[config.mk]
export PLATFORM = sky130hd
export DESIGN_NAME = riscv_decode
export DESIGN_NICKNAME = d
export VERILOG_FILES = /design/src/rtl/riscv_defs_pkg.sv /design/src/rtl/riscv_decode_fifo.sv /design/src/rtl/riscv_decode.sv
export SDC_FILE = /design/constraint.sdc
export NUM_CORES = 1
export LEC_CHECK = 0
export BUFFER_PORTS_ARGS = -buffer_cell sky130_fd_sc_hd__buf_4
export CORE_AREA = 2 2 110 112
export DETAILED_ROUTE_END_ITERATION = 8
export DIE_AREA = 0 0 112 114
export GPL_TIMING_DRIVEN = 1
export PLACE_DENSITY_LB_ADDON = 0.25
export SYNTH_ARGS = -nofsm -noshare
export SYNTH_HDL_FRONTEND = slang
export SYNTH_SLANG_ARGS = --single-unit
[constraint.sdc]
create_clock -name clk_i -period 5.6 [get_ports clk_i]
set_input_delay 0 -clock clk_i [delete_from_list [all_inputs] [get_ports clk_i]]
set_output_delay 0 -clock clk_i [all_outputs]
set_load 0.01 [all_outputs]
[src/rtl/riscv_defs_pkg.sv]
// Shared RISC-V decode definitions: base opcodes, the fetch-fault marker word and the
// packed functional-unit class vector handed to issue.
package riscv_defs_pkg;

    localparam logic [6:0] OPC_OP     = 7'b0110011;
    localparam logic [6:0] OPC_OP_IMM = 7'b0010011;
    localparam logic [6:0] OPC_LOAD   = 7'b0000011;
    localparam logic [6:0] OPC_STORE  = 7'b0100011;
    localparam logic [6:0] OPC_BRANCH = 7'b1100011;
    localparam logic [6:0] OPC_JAL    = 7'b1101111;
    localparam logic [6:0] OPC_JALR   = 7'b1100111;
    localparam logic [6:0] OPC_LUI    = 7'b0110111;
    localparam logic [6:0] OPC_AUIPC  = 7'b0010111;
    localparam logic [6:0] OPC_SYSTEM = 7'b1110011;
    localparam logic [6:0] OPC_FENCE  = 7'b0001111;

    localparam logic [6:0] FUNCT7_MULDIV = 7'b0000001;

    // Fetch substitutes this word on a bus/page fault; its opcode field looks like SYSTEM,
    // so it must be matched as a whole word before any opcode classification.
    localparam logic [31:0] INST_FAULT = 32'hDEAD_0073;

    typedef struct packed {
        logic exec;
        logic lsu;
        logic branch;
        logic mul;
        logic div;
        logic csr;
        logic rd_valid;
        logic invalid;
    } dec_class_t;

endpackage

[src/rtl/riscv_decode_fifo.sv]
// Instruction buffer: write-to-head latency 1 cycle, no bypass; full/empty come from registered
// count only, flush clears pointers and count next cycle and overrides push and pop.
module riscv_decode_fifo #(
    parameter int DEPTH  = 2,
    parameter int ADDR_W = 1,
    parameter int WIDTH  = 64
) (
    input  logic             clk,
    input  logic             rst,
    input  logic             push,
    input  logic             pop,
    input  logic             flush,
    input  logic [WIDTH-1:0] wr_dat,
    output logic [WIDTH-1:0] rd_dat,
    output logic             not_full,
    output logic             not_empty
);

    localparam logic [ADDR_W:0] FULL_COUNT = (ADDR_W+1)'(DEPTH);

    logic [WIDTH-1:0]  mem [DEPTH];
    logic [ADDR_W-1:0] rd_ptr;
    logic [ADDR_W-1:0] wr_ptr;
    logic [ADDR_W:0]   count;
    logic              push_ok;
    logic              pop_ok;

    assign not_full  = (count != FULL_COUNT);
    assign not_empty = (count != '0);
    assign push_ok   = push && not_full && !flush;
    assign pop_ok    = pop && not_empty && !flush;
    assign rd_dat    = mem[rd_ptr];

    always_ff @(posedge clk or posedge rst) begin
        if (rst) begin
            rd_ptr <= '0;
            wr_ptr <= '0;
            count  <= '0;
        end else if (flush) begin
            rd_ptr <= '0;
            wr_ptr <= '0;
            count  <= '0;
        end else begin
            if (push_ok) wr_ptr <= wr_ptr + ADDR_W'(1);
            if (pop_ok)  rd_ptr <= rd_ptr + ADDR_W'(1);
            case ({push_ok, pop_ok})
                2'b10:   count <= count + (ADDR_W+1)'(1);
                2'b01:   count <= count - (ADDR_W+1)'(1);
                default: count <= count;
            endcase
        end
    end

    // Storage carries no reset; stale entries are unreachable once count is cleared.
    always_ff @(posedge clk) begin
        if (push_ok) mem[wr_ptr] <= wr_dat;
    end

endmodule

[src/rtl/riscv_decode.sv]
// Decode stage: buffered head classified combinationally, 1-cycle fetch-to-head latency; fetch
// accept is registered (FIFO not full). M-extension decode enabled by RISCV_DECODE_MULDIV_EN.
module riscv_decode
    import riscv_defs_pkg::*;
#(
    parameter int DEPTH  = 2,
    parameter int ADDR_W = 1
) (
    input  logic        clk_i,
    input  logic        rst_i,
    input  logic        fetch_in_valid_i,
    input  logic [31:0] fetch_in_instr_i,
    input  logic [31:0] fetch_in_pc_i,
    output logic        fetch_in_accept_o,
    input  logic        branch_request_i,
    output logic        fetch_out_valid_o,
    output logic [31:0] fetch_out_instr_o,
    output logic [31:0] fetch_out_pc_o,
    input  logic        fetch_out_accept_i,
    output logic        fetch_out_exec_o,
    output logic        fetch_out_lsu_o,
    output logic        fetch_out_branch_o,
    output logic        fetch_out_mul_o,
    output logic        fetch_out_div_o,
    output logic        fetch_out_csr_o,
    output logic        fetch_out_rd_valid_o,
    output logic        fetch_out_invalid_o
);

    logic        fifo_not_full;
    logic        fifo_not_empty;
    logic        push;
    logic        pop;
    logic [63:0] head_dat;

    logic [6:0]  opcode;
    logic [2:0]  funct3;
    logic [6:0]  funct7;
    logic [4:0]  rd;
    logic        rd_wr;
    dec_class_t  cls;

    assign fetch_in_accept_o = fifo_not_full;
    assign fetch_out_valid_o = fifo_not_empty && !branch_request_i;
    assign push = fetch_in_valid_i && fetch_in_accept_o && !branch_request_i;
    assign pop  = fetch_out_valid_o && fetch_out_accept_i;

    riscv_decode_fifo #(
        .DEPTH  (DEPTH),
        .ADDR_W (ADDR_W),
        .WIDTH  (64)
    ) u_fifo (
        .clk       (clk_i),
        .rst       (rst_i),
        .push      (push),
        .pop       (pop),
        .flush     (branch_request_i),
        .wr_dat    ({fetch_in_pc_i, fetch_in_instr_i}),
        .rd_dat    (head_dat),
        .not_full  (fifo_not_full),
        .not_empty (fifo_not_empty)
    );

    assign fetch_out_pc_o    = head_dat[63:32];
    assign fetch_out_instr_o = head_dat[31:0];

    assign opcode = fetch_out_instr_o[6:0];
    assign rd     = fetch_out_instr_o[11:7];
    assign funct3 = fetch_out_instr_o[14:12];
    assign funct7 = fetch_out_instr_o[31:25];

    always_comb begin
        cls   = '0;
        rd_wr = 1'b0;
        case (opcode)
            OPC_OP: begin
                if (funct7 == FUNCT7_MULDIV) begin
`ifdef RISCV_DECODE_MULDIV_EN
                    cls.mul = !funct3[2];
                    cls.div = funct3[2];
                    rd_wr   = 1'b1;
`else
                    cls.invalid = 1'b1;
`endif
                end else begin
                    cls.exec = 1'b1;
                    rd_wr    = 1'b1;
                end
            end
            OPC_OP_IMM, OPC_LUI, OPC_AUIPC: begin
                cls.exec = 1'b1;
                rd_wr    = 1'b1;
            end
            OPC_LOAD: begin
                cls.lsu = 1'b1;
                rd_wr   = 1'b1;
            end
            OPC_STORE:  cls.lsu = 1'b1;
            OPC_BRANCH: cls.branch = 1'b1;
            OPC_JAL, OPC_JALR: begin
                cls.branch = 1'b1;
                rd_wr      = 1'b1;
            end
            // ECALL/EBREAK/xRET share funct3=0 and write nothing; CSR accesses return the old value.
            OPC_SYSTEM: begin
                cls.csr = 1'b1;
                rd_wr   = (funct3 != 3'd0);
            end
            OPC_FENCE:  cls.csr = 1'b1;
            default:    cls.invalid = 1'b1;
        endcase

        if (fetch_out_instr_o == INST_FAULT) begin
            cls         = '0;
            rd_wr       = 1'b0;
            cls.invalid = 1'b1;
        end

        cls.rd_valid = rd_wr && (rd != 5'd0);

        if (!fetch_out_valid_o) cls = '0;
    end

    assign fetch_out_exec_o     = cls.exec;
    assign fetch_out_lsu_o      = cls.lsu;
    assign fetch_out_branch_o   = cls.branch;
    assign fetch_out_mul_o      = cls.mul;
    assign fetch_out_div_o      = cls.div;
    assign fetch_out_csr_o      = cls.csr;
    assign fetch_out_rd_valid_o = cls.rd_valid;
    assign fetch_out_invalid_o  = cls.invalid;

endmodule

### Yosys cells after proc, flatten, opt, wreduce, memory -nomap -nowiden

Memories as Yosys holds them, arrays and structs flattened.
Index checks and enable logic that the tools add are counted.

| storage, ports and cells | value |
|---|---|
| memories kept | 1 |
| bits in writable memories | 128 |
| flip-flop bits (word level) | 4 |
| input port bits | 69 |
| output and inout port bits | 74 |

| cells by class | value |
|---|---|
| eq/ne operators | 16 |
| multiplexer cells | 19 |
| reductions and logical operators | 22 |
| add/sub/neg operators | 4 |

Memory list:

| memory | depth | width | read ports | clocked after Yosys merged registers in | wr ports | RTL line | source |
|---|---|---|---|---|---|---|---|
| u_fifo.mem | 2 | 64 | 1 | 0 | 1 | riscv_decode_fifo.sv:21 | `logic [WIDTH-1:0] mem [DEPTH];` |

Operators with widths:

| operator | number |
|---|---|
| 32-bit == test (second input constant) | 1 |
| 7-bit == test (second input constant) | 4 |
| 7-bit by 6-bit == test with 1-bit output (second input constant) | 3 |
| 8-bit 2-to-1 mux | 2 |
| 7-bit by 5-bit == test with 1-bit output (second input constant) | 2 |
| 1-bit 2-to-1 mux | 12 |
| 10-bit OR reduction | 1 |
| 1-bit logical AND | 9 |
| 7-bit by 1-bit == test with 1-bit output (second input constant) | 1 |
| 7-bit by 2-bit == test with 1-bit output (second input constant) | 1 |
| 7-bit by 4-bit == test with 1-bit output (second input constant) | 1 |
| 2-bit nonzero test | 3 |
| 3-bit nonzero test | 2 |
| 3-bit OR reduction | 2 |
| 6-bit OR reduction | 1 |
| 5-bit nonzero test | 1 |
| 1-bit one-hot mux with 2 select lines | 2 |
| 2-bit one-hot mux with 2 select lines | 1 |
| 2-bit OR reduction | 2 |
| 1-bit one-hot mux with 3 select lines | 1 |
| 1-bit adder (second input constant) | 2 |
| 2-bit by 1-bit adder with 2-bit output (second input constant) | 1 |
| 2-bit by 1-bit == test with 1-bit output (second input constant) | 1 |
| 2-bit == test (second input constant) | 1 |
| 4 further kinds | 4 |

### Depth between registers and ports, before layout

Gate-level depths: netlist of the first run.

| depth | value |
|---|---|
| depth after elaboration | 8 |
| depth in mapped cells | 8 |
| gate-level depth less buffers | 6 |

### Hierarchy

From an unflattened synthesis of the first run, not the netlist that was laid out.

| second synthesis, totals | value |
|---|---|
| cell total of the unflattened synthesis | 276 |
| area, all modules | 5,178.7 sq um |

By module, submodules not included:

| module | area an instance (sq um) | instances | seq. area each (sq um) | cells each |
|---|---|---|---|---|
| riscv_decode_fifo | 4,870.9 | 1 | 3,943.8 | 226 |
| riscv_decode | 307.8 | 1 | 0.0 | 50 |

### Worst setup path after synthesis of the first run

No wires, ideal clock.

| path | value |
|---|---|
| path type | register to register |
| start point | register u_fifo.count[0] |
| end point | memory u_fifo.mem[1][0] (enable) |
| arrival | 5.406 ns |
| cell stages (with the launch flop) | 4 |
| buffers on the path | 0 |
| slack | -0.385 ns |
| required time | 5.021 ns |
| cell sequence | dfrtp_1 > nand2b_1 > nand2_1 > nor3b_1 |

| between the ends | value |
|---|---|
| longest elaborated chain between the ends | 7 |

RTL lines:

| element | RTL line | source |
|---|---|---|
| start: declaration | riscv_decode_fifo.sv:24 | `logic [ADDR_W:0] count;` |
| start signal: assignment | riscv_decode_fifo.sv:47 | `2'b10: count <= count + (ADDR_W+1)'(1);` |
| start signal: assignment | riscv_decode_fifo.sv:48 | `2'b01: count <= count - (ADDR_W+1)'(1);` |
| start signal: assignment | riscv_decode_fifo.sv:49 | `default: count <= count;` |
| 2-bit != test * | riscv_decode_fifo.sv:28 | `assign not_full = (count != FULL_COUNT);` |
| via fetch_in_accept_o | riscv_decode.sv:14 | `output logic fetch_in_accept_o,` |
| 1-bit logical AND (2 in a row) | riscv_decode.sv:45 | `assign push = fetch_in_valid_i && fetch_in_accept_o && !branch_request_i;` |
| 1-bit logical AND * (2 in a row) | riscv_decode_fifo.sv:30 | `assign push_ok = push && not_full && !flush;` |
| 1-bit 2-to-1 mux * | riscv_decode_fifo.sv:56 | `if (push_ok) mem[wr_ptr] <= wr_dat;` |
| 1-bit 2-to-1 mux (implied by the code) * | riscv_decode_fifo.sv:56 |  |
| end: declaration | riscv_decode_fifo.sv:21 |  |

The timed path passes the listed nets; every way through them passes the cells marked *.

### Worst setup path after layout of the first run

| path | value |
|---|---|
| start point | register u_fifo.rd_ptr |
| end point | output fetch_out_lsu_o |

| between the ends | value |
|---|---|
| longest elaborated chain between the ends | 6 |
| elaborated cells between the ends (all ways) | 8 |
| those cells by class | 3 x eq/ne; 3 x mux; 1 x reduce/logical; 1 x memory |

RTL lines:

| element | RTL line | source |
|---|---|---|
| start: declaration | riscv_decode_fifo.sv:22 | `logic [ADDR_W-1:0] rd_ptr;` |
| start signal: assignment | riscv_decode_fifo.sv:45 | `if (pop_ok) rd_ptr <= rd_ptr + ADDR_W'(1);` |
| memory read 2 x 64 bit * | - |  |
| 7-bit by 6-bit == test with 1-bit output or 7-bit by 2-bit == test with 1-bit output (tied branches) | riscv_decode.sv:75 | `case (opcode)` |
| 2-bit OR reduction (no line) | - |  |
| 1-bit 2-to-1 mux | riscv_decode.sv:75 |  |
| 8-bit 2-to-1 mux * | riscv_decode.sv:113 | `if (fetch_out_instr_o == INST_FAULT) begin` |
| 8-bit 2-to-1 mux * | riscv_decode.sv:121 | `if (!fetch_out_valid_o) cls = '0;` |
| end: declaration | riscv_decode.sv:21 | `output logic fetch_out_lsu_o,` |

Every way passes the cells marked *; elsewhere a longest branch is shown, timed or not.

==> run metrics, run 1 <==
outcome finished, final reports clean; dpl cell area 6569 um^2; routability cong. 0.8202; endpoint class of the critical path primary output; number of global-route vias before repair 3598; Slew Limit Fails 0; Setup Skew 0.005749 ns; FP Rows 40; Hold/Removal Path Class input pin to asynchronous set/reset pin; Port Buf Inserts 140; DP Wirelength a little over 7000 um; met2 usage between 30% and 40%; clock period minus worst slack 3.133 ns; Die Y 114 um; Critical R2R Launch u_fifo.count[0]; max-cap violations 0; met3 usage between 6 and 7%; global router's overall resource usage 17.76%; Area growth syn-to-layout 45.50%; DRT iter0 DRCs 225; Cell variety after synth 47; largest net degree at the start of global routing ~90; Fin Setup TNS 0 ns; post-route ant nets 0; worst reg2reg path endpoint u_fifo.mem[1][3]; clk buf depth 2; worst skew pair latency 0.41 ns; Antenna diodes 0; GR peak layer met2; setup slack at placement 2.844 ns; crit-path max FO 87; RSZ-0062 raised after global routing no; Nets 596; Seq cells post-synth 132; delay-heaviest family, CP flip-flops; initial antenna violation count 0; Gate Count Post-Synth just over 300; top post-synthesis cells by count edfxtp_1 (128), mux2_2 (57), nor2_1 (14); main area contributors after synthesis edfxtp_1 (72%), mux2_2 (12%), dfrtp_1 (1.9%); Tcrit/Tclk final 55.95%; Cell Chain, Critical Path mux2i_4 > nand2_1 > nor4_1 > a41o_1 > nor3_1 > buf_4; cell with the most instances after synthesis edfxtp_1; global-route wire length before repair 17230 um; kind of critical path flop to primary output; CP max stage delay 1.15 ns; Setup Buffers After CTS 0; Pwr Density ~320 nW/um^2; CTS tree built; GRT overflow 0; Post-Syn Area 5370 um^2; Final Core Density 66.72%; Final Hold Viols 0; Via Count 3443; Die X-Extent 112 um; R2R cell count 4; Slew HR 25.60%; vias per cell 5.012; final wirelength 11010 um; Setup crit start kind flop; FMAX ~320 MHz; yosys warns 0; post-synth top area share 71.58%; die area 12770 um^2; Num CTS Buffers 17; Worst Hold Margin around 0.036 ns; LEAKAGE 2.914 nW; R2R setup slack ~2.9 ns; GR met1 Demand/Resource 19.99%; ys flop type edfxtp_1; crit path DAT between 3 and 4 ns; Buf/Inv on CP 1; Clk Tree Root Cell clkbuf_16; IO Count 143; Critical Path RT 5.60 ns; area leader, netlist edfxtp_1; wire per inst 16.03 um; drc violations 0; FFs w/ async S/R, synth 3.030%; Initial Util 45.85%; clk sinks 132; setup violation total in the final timing report 0; sequential fraction of the synthesis area 73.44%; Post-synth EDFFs roughly 130; Max VDD drop 0.0002360 V; slowest stage cell, crit path dfrtp_4; layout cells sized above 1 between 40% and 50%; Worst-Margin Slew 1.116 ns; 1st-pass router iterations 4; Design Area, Final 7814 um^2; Reg clk slew, reported paths 0.06 ns; Core Area ~12000 um^2; critical path depth 6; final worst slack 2.467 ns; H-tree depth 4; Avg Cell Area, Syn 17.44 um^2
## registers in the layout (all words and copies together) (netlist names)
name           cells
u_fifo.wr_ptr      1
u_fifo.rd_ptr      1
u_fifo.mem       128
u_fifo.count       2
## stage by stage
stage	power [W]	instances
5_1_grt	0.002571	687
6_report	0.002478	687
2_1_floorplan	0.001310	309
4_1_cts	0.002503	687
3_3_place_gp	0.001436	586
3_5_place_dp	0.001441	586
## cells by family after synthesis
family / Yosys count / synth area share (%)
compound gates: 24 / 3.518
xor+xnor: 2 / 0.3262
fa+ha+maj: 1 / 0.2097
buf+inv: 19 / 2.004
flops: 132 / 73.44
mux: 64 / 13.75
other cells: 1 / 0.06983
simple gates: 65 / 6.687
## worst reg2reg max path, delay by kind of cell, from the launching register on
kind	cells	cell delay [ns]
AND/OR/NAND/NOR	3	1.26
buffers and inverters	1	0.65
flip-flops	1	0.41
## how the worst max path moves through the flow
stage / startpoint / slack [ns] / endpoint
finish: u_fifo.rd_ptr / 2.47 / fetch_out_lsu_o
global route: u_fifo.rd_ptr / 2.22 / fetch_out_lsu_o
CTS: u_fifo.rd_ptr / 2.45 / fetch_out_lsu_o
detailed placement: u_fifo.count[0] / 2.84 / u_fifo.mem[1][6]
global placement: u_fifo.count[0] / 2.88 / u_fifo.mem[1][6]
floorplan: u_fifo.count[0] / 1.87 / u_fifo.mem[1][0]
## repair_timing
item | CTS | global route
resized for setup | 0 | 0
hold buffers | 69 | 0
hold endpoints to repair | 136 | 0
## report_power, final
group          switching, W  internal (W)  leakage (nW)
Clock              0.000409      0.000611         0.270
Sequential        0.0000357       0.00113          1.23
Combinational      0.000118      0.000171          1.42
Total              0.000563       0.00191          2.91
## placed cells by master, fill, tap and decap left out, types with 3 or more instances in the layout
cell	instances
a31oi_1	3
buf_4	142
nor2_1	14
inv_6	5
mux2i_1	3
clkbuf_16	17
dlygate4sd3_1	69
clkinv_2	3
nand2_1	12
nand3b_1	3
inv_1	5
nand3_1	4
dfrtp_1	3
edfxtp_1	128
mux2_2	57
nor3_1	5
nor4_1	7
a211oi_1	3
a21oi_1	3
a22oi_1	4
nor4b_1	3
## per-layer routing
metal  vias up  part of all wire [%]  wire length (um)
met5         -                     0                 0
met4         0                   1.4               150
met3        14                   6.1               674
met1      1646                    40              4351
met2       117                    53              5837
li1       1666                     -                 -
## final cells by class
cell class | instances | area (um^2)
flip-flops and latches | 132 | 3948
fillers | 840 | 3897
repair buffers | 211 | 1757
multi-input cells | 158 | 1345
clock buffers | 17 | 425.4
well taps | 147 | 183.9
clock inverters | 15 | 128.9
inverters | 7 | 26.28
Power figures use the tool's default switching activity.
==> run 2, diff against run 1 <==
clock period = 2.5 ns   (was 5.6 ns; I/O delays follow)
==> run metrics, run 2 (same netlist as run 1, synthesis figures left out) <==
worst skew pair latency 0.40 ns (was 0.41 ns); FP Rows 40 (unchanged); Critical R2R Launch u_fifo.count[0] (unchanged); clk sinks 132 (unchanged); CTS tree built (unchanged); layout cells sized above 1 47.55% (was 45.00%); vias per cell 5.110 (was 5.012); Hold/Removal Path Class input pin to asynchronous set/reset pin (unchanged); Reg clk slew, reported paths 0.05 ns (was 0.06 ns); Initial Util 45.85% (unchanged); Post-Place Cells 590 (was 586); R2R setup slack 0.83 ns (was 2.89 ns); commonest non-fill, non-tap cell in the layout buf_4 (unchanged); endpoint class of the critical path primary output (unchanged); Die X-Extent 112 um (unchanged); worst setup path end fetch_out_rd_valid_o (was fetch_out_lsu_o); crit-path max FO 20 (was 87); fin cells 698 (was 687); Cell Chain, Critical Path buf_8 > nor4b_1 > a31oi_1 > o311ai_2 > buf_4 > o31a_1 > a21oi_2 > buf_4 (was mux2i_4 > nand2_1 > nor4_1 > a41o_1 > nor3_1 > buf_4); critical path depth 8 (was 6); Setup Skew 0.006634 ns (was 0.005749 ns); Die Y 114 um (unchanged); Max VDD drop 0.0005160 V (was 0.0002360 V); IO Count 143 (unchanged); number of global-route vias before repair 3757 (was 3598); Antenna diodes 0 (unchanged); FMAX 412.7 MHz; Sw Ratio 21.50% (was 22.73%); Buf/Inv on CP 3 (was 1); commonest non-fill, non-tap cells in the layout buf_4 (152), edfxtp_1 (128), dlygate4sd3_1 (68), mux2_2 (57), clkbuf_16 (17) (was buf_4 (142), edfxtp_1 (128), dlygate4sd3_1 (69), mux2_2 (57), clkbuf_16 (17)); GRT overflow 0 (unchanged); final wirelength 11990 um (was 11010 um); Port Buf Inserts 140 (unchanged); final worst slack 0.07675 ns (was 2.467 ns); Clk Tree Root Cell clkbuf_16 (unchanged); wire per inst 17.18 um (was 16.03 um); DP Wirelength 7231 um (was 7102 um); Final Hold Viols 0 (unchanged); post-route ant nets 0 (unchanged); crit path DAT 2.42 ns (was 3.13 ns); Critical Path RT 2.50 ns (was 5.60 ns); biggest regs u_fifo.mem x128, u_fifo.count x2 (unchanged); DR top layer met4 (unchanged); Pwr Density 716.3 nW/um^2 (was 317.1 nW/um^2); Area growth syn-to-layout 49.28% (was 45.50%); largest net degree at the start of global routing 65 (was 88); worst reg2reg path endpoint u_fifo.mem[1][17] (was u_fifo.mem[1][3]); sequential power share 44.9% (was 47.1%); setup slack at placement 0.3280 ns (was 2.844 ns); global-route wire length before repair 18270 um (was 17230 um); DRT iter0 DRCs 247 (was 225); 1st-pass router iterations 4 (unchanged); worst setup path startpoint u_fifo.rd_ptr (unchanged); LEAKAGE 3.001 nW (was 2.914 nW); setup violation total in the final timing report 0 (unchanged); delay-heaviest family, CP compound AO/OA/AOI/OAI gates (was flip-flops); initial antenna violation count 0 (unchanged); clk buf depth 2 (unchanged); CP max stage delay 0.54 ns (was 1.15 ns); routability cong. 0.8054 (was 0.8202); most used cell, CP buf_4; M1 WL 4597 um (was 4351 um); Fin Setup TNS 0 ns (unchanged); die area 12770 um^2 (unchanged); number of flip-flops in the largest register 128 (unchanged); Setup crit start kind flop (unchanged); R2R cell count 4 (unchanged); Net Switching 0.001235 W (was 0.0005630 W); max-cap violations 0 (unchanged); internal power 0.004508 W (was 0.001914 W); Slew Limit Fails 0 (unchanged); Worst Hold Margin 0.05297 ns (was 0.03551 ns); outcome finished, final reports clean (unchanged); met2 wire length 6467 um (was 5837 um); Comb pwr share 12.9% (was 11.7%); Nets 608 (was 596); drc violations 0 (unchanged); Largest Register u_fifo.mem (unchanged); clock share of power 42.2% (was 41.2%); metal3 WL 861 um (was 674 um); slowest stage cell, crit path dfrtp_4 (unchanged); kind of critical path flop to primary output (unchanged); clock period minus worst slack between 2 and 2.5 ns; Via Count 3567 (was 3443); Num CTS Buffers 17 (unchanged); global router's overall resource usage 18.83% (was 17.76%); H-tree depth 4 (unchanged); Tcrit/Tclk final 96.93%; Core Area 11710 um^2 (unchanged)
## run 2: changes by cell type in the layout (fill, tap and decap cells not counted), moves of 3 or more
cell,before,now
buf_4,142,152
inv_6,5,0
nor4_1,7,4
nor4_2,0,3
## run 2: worst min path at each step
stage               start         endpoint  slack, ns
global placement    rst_i    u_fifo.wr_ptr       -0.1
global route        rst_i    u_fifo.wr_ptr       0.05
floorplan           rst_i  u_fifo.count[0]      -0.23
detailed placement  rst_i    u_fifo.wr_ptr       -0.1
CTS                 rst_i    u_fifo.wr_ptr       0.03
finish              rst_i    u_fifo.wr_ptr       0.05
## run 2: final cells by class
type | instances | area (um^2)
fillers | 827 | 3695
clock inverters | 13 | 161.4
multi-input cells | 158 | 1391
flip-flops and latches | 132 | 3948
repair buffers | 223 | 1877
clock buffers | 18 | 429.2
well taps | 147 | 183.9
inverters | 7 | 26.28
## run 2: worst min-delay path, cell delays in order
cell and delay, ns:
dlygate4sd3_1 0.54, buf_4 0.13, inv_1 0.13
## run 2: timing repair
action                                  CTS  global route
gates resized for setup                   1             4
hold endpoints to repair                136             0
hold buffers                             68             0
pin swaps                                 0             4
buffers inserted                          2             7
endpoints found under the setup margin    6             5
## run 2: power groups by stage
stage                     registers (W)  clock network (W)  logic [W]
after floorplan                 0.00261                  0   0.000328
after global placement          0.00263                  0   0.000599
after detailed placement        0.00264                  0   0.000607
after CTS                       0.00258            0.00248   0.000721
after global routing            0.00258            0.00258   0.000795
final                           0.00258            0.00243   0.000739
## run 2: metal layers
| metal | track usage (%) | vias to the layer above |
|---|---|---|
| li1 | - | 1679 |
| met1 | 20.41 | 1743 |
| met2 | 34.67 | 137 |
| met3 | 6.004 | 8 |
| met4 | 6.911 | 0 |
| met5 | 0 | - |
## run 2: per-stage QoR
stage / power, W / instance area, um^2 / utilization [%]
finish: 0.005742 / 8016 / 68.45
global route: 0.005959 / 8016 / 68.45
CTS: 0.005786 / 7940 / 67.80
detailed placement: 0.003244 / 6639 / 56.69
global placement: 0.003230 / 6639 / 56.69
floorplan: 0.002936 / 5411 / -
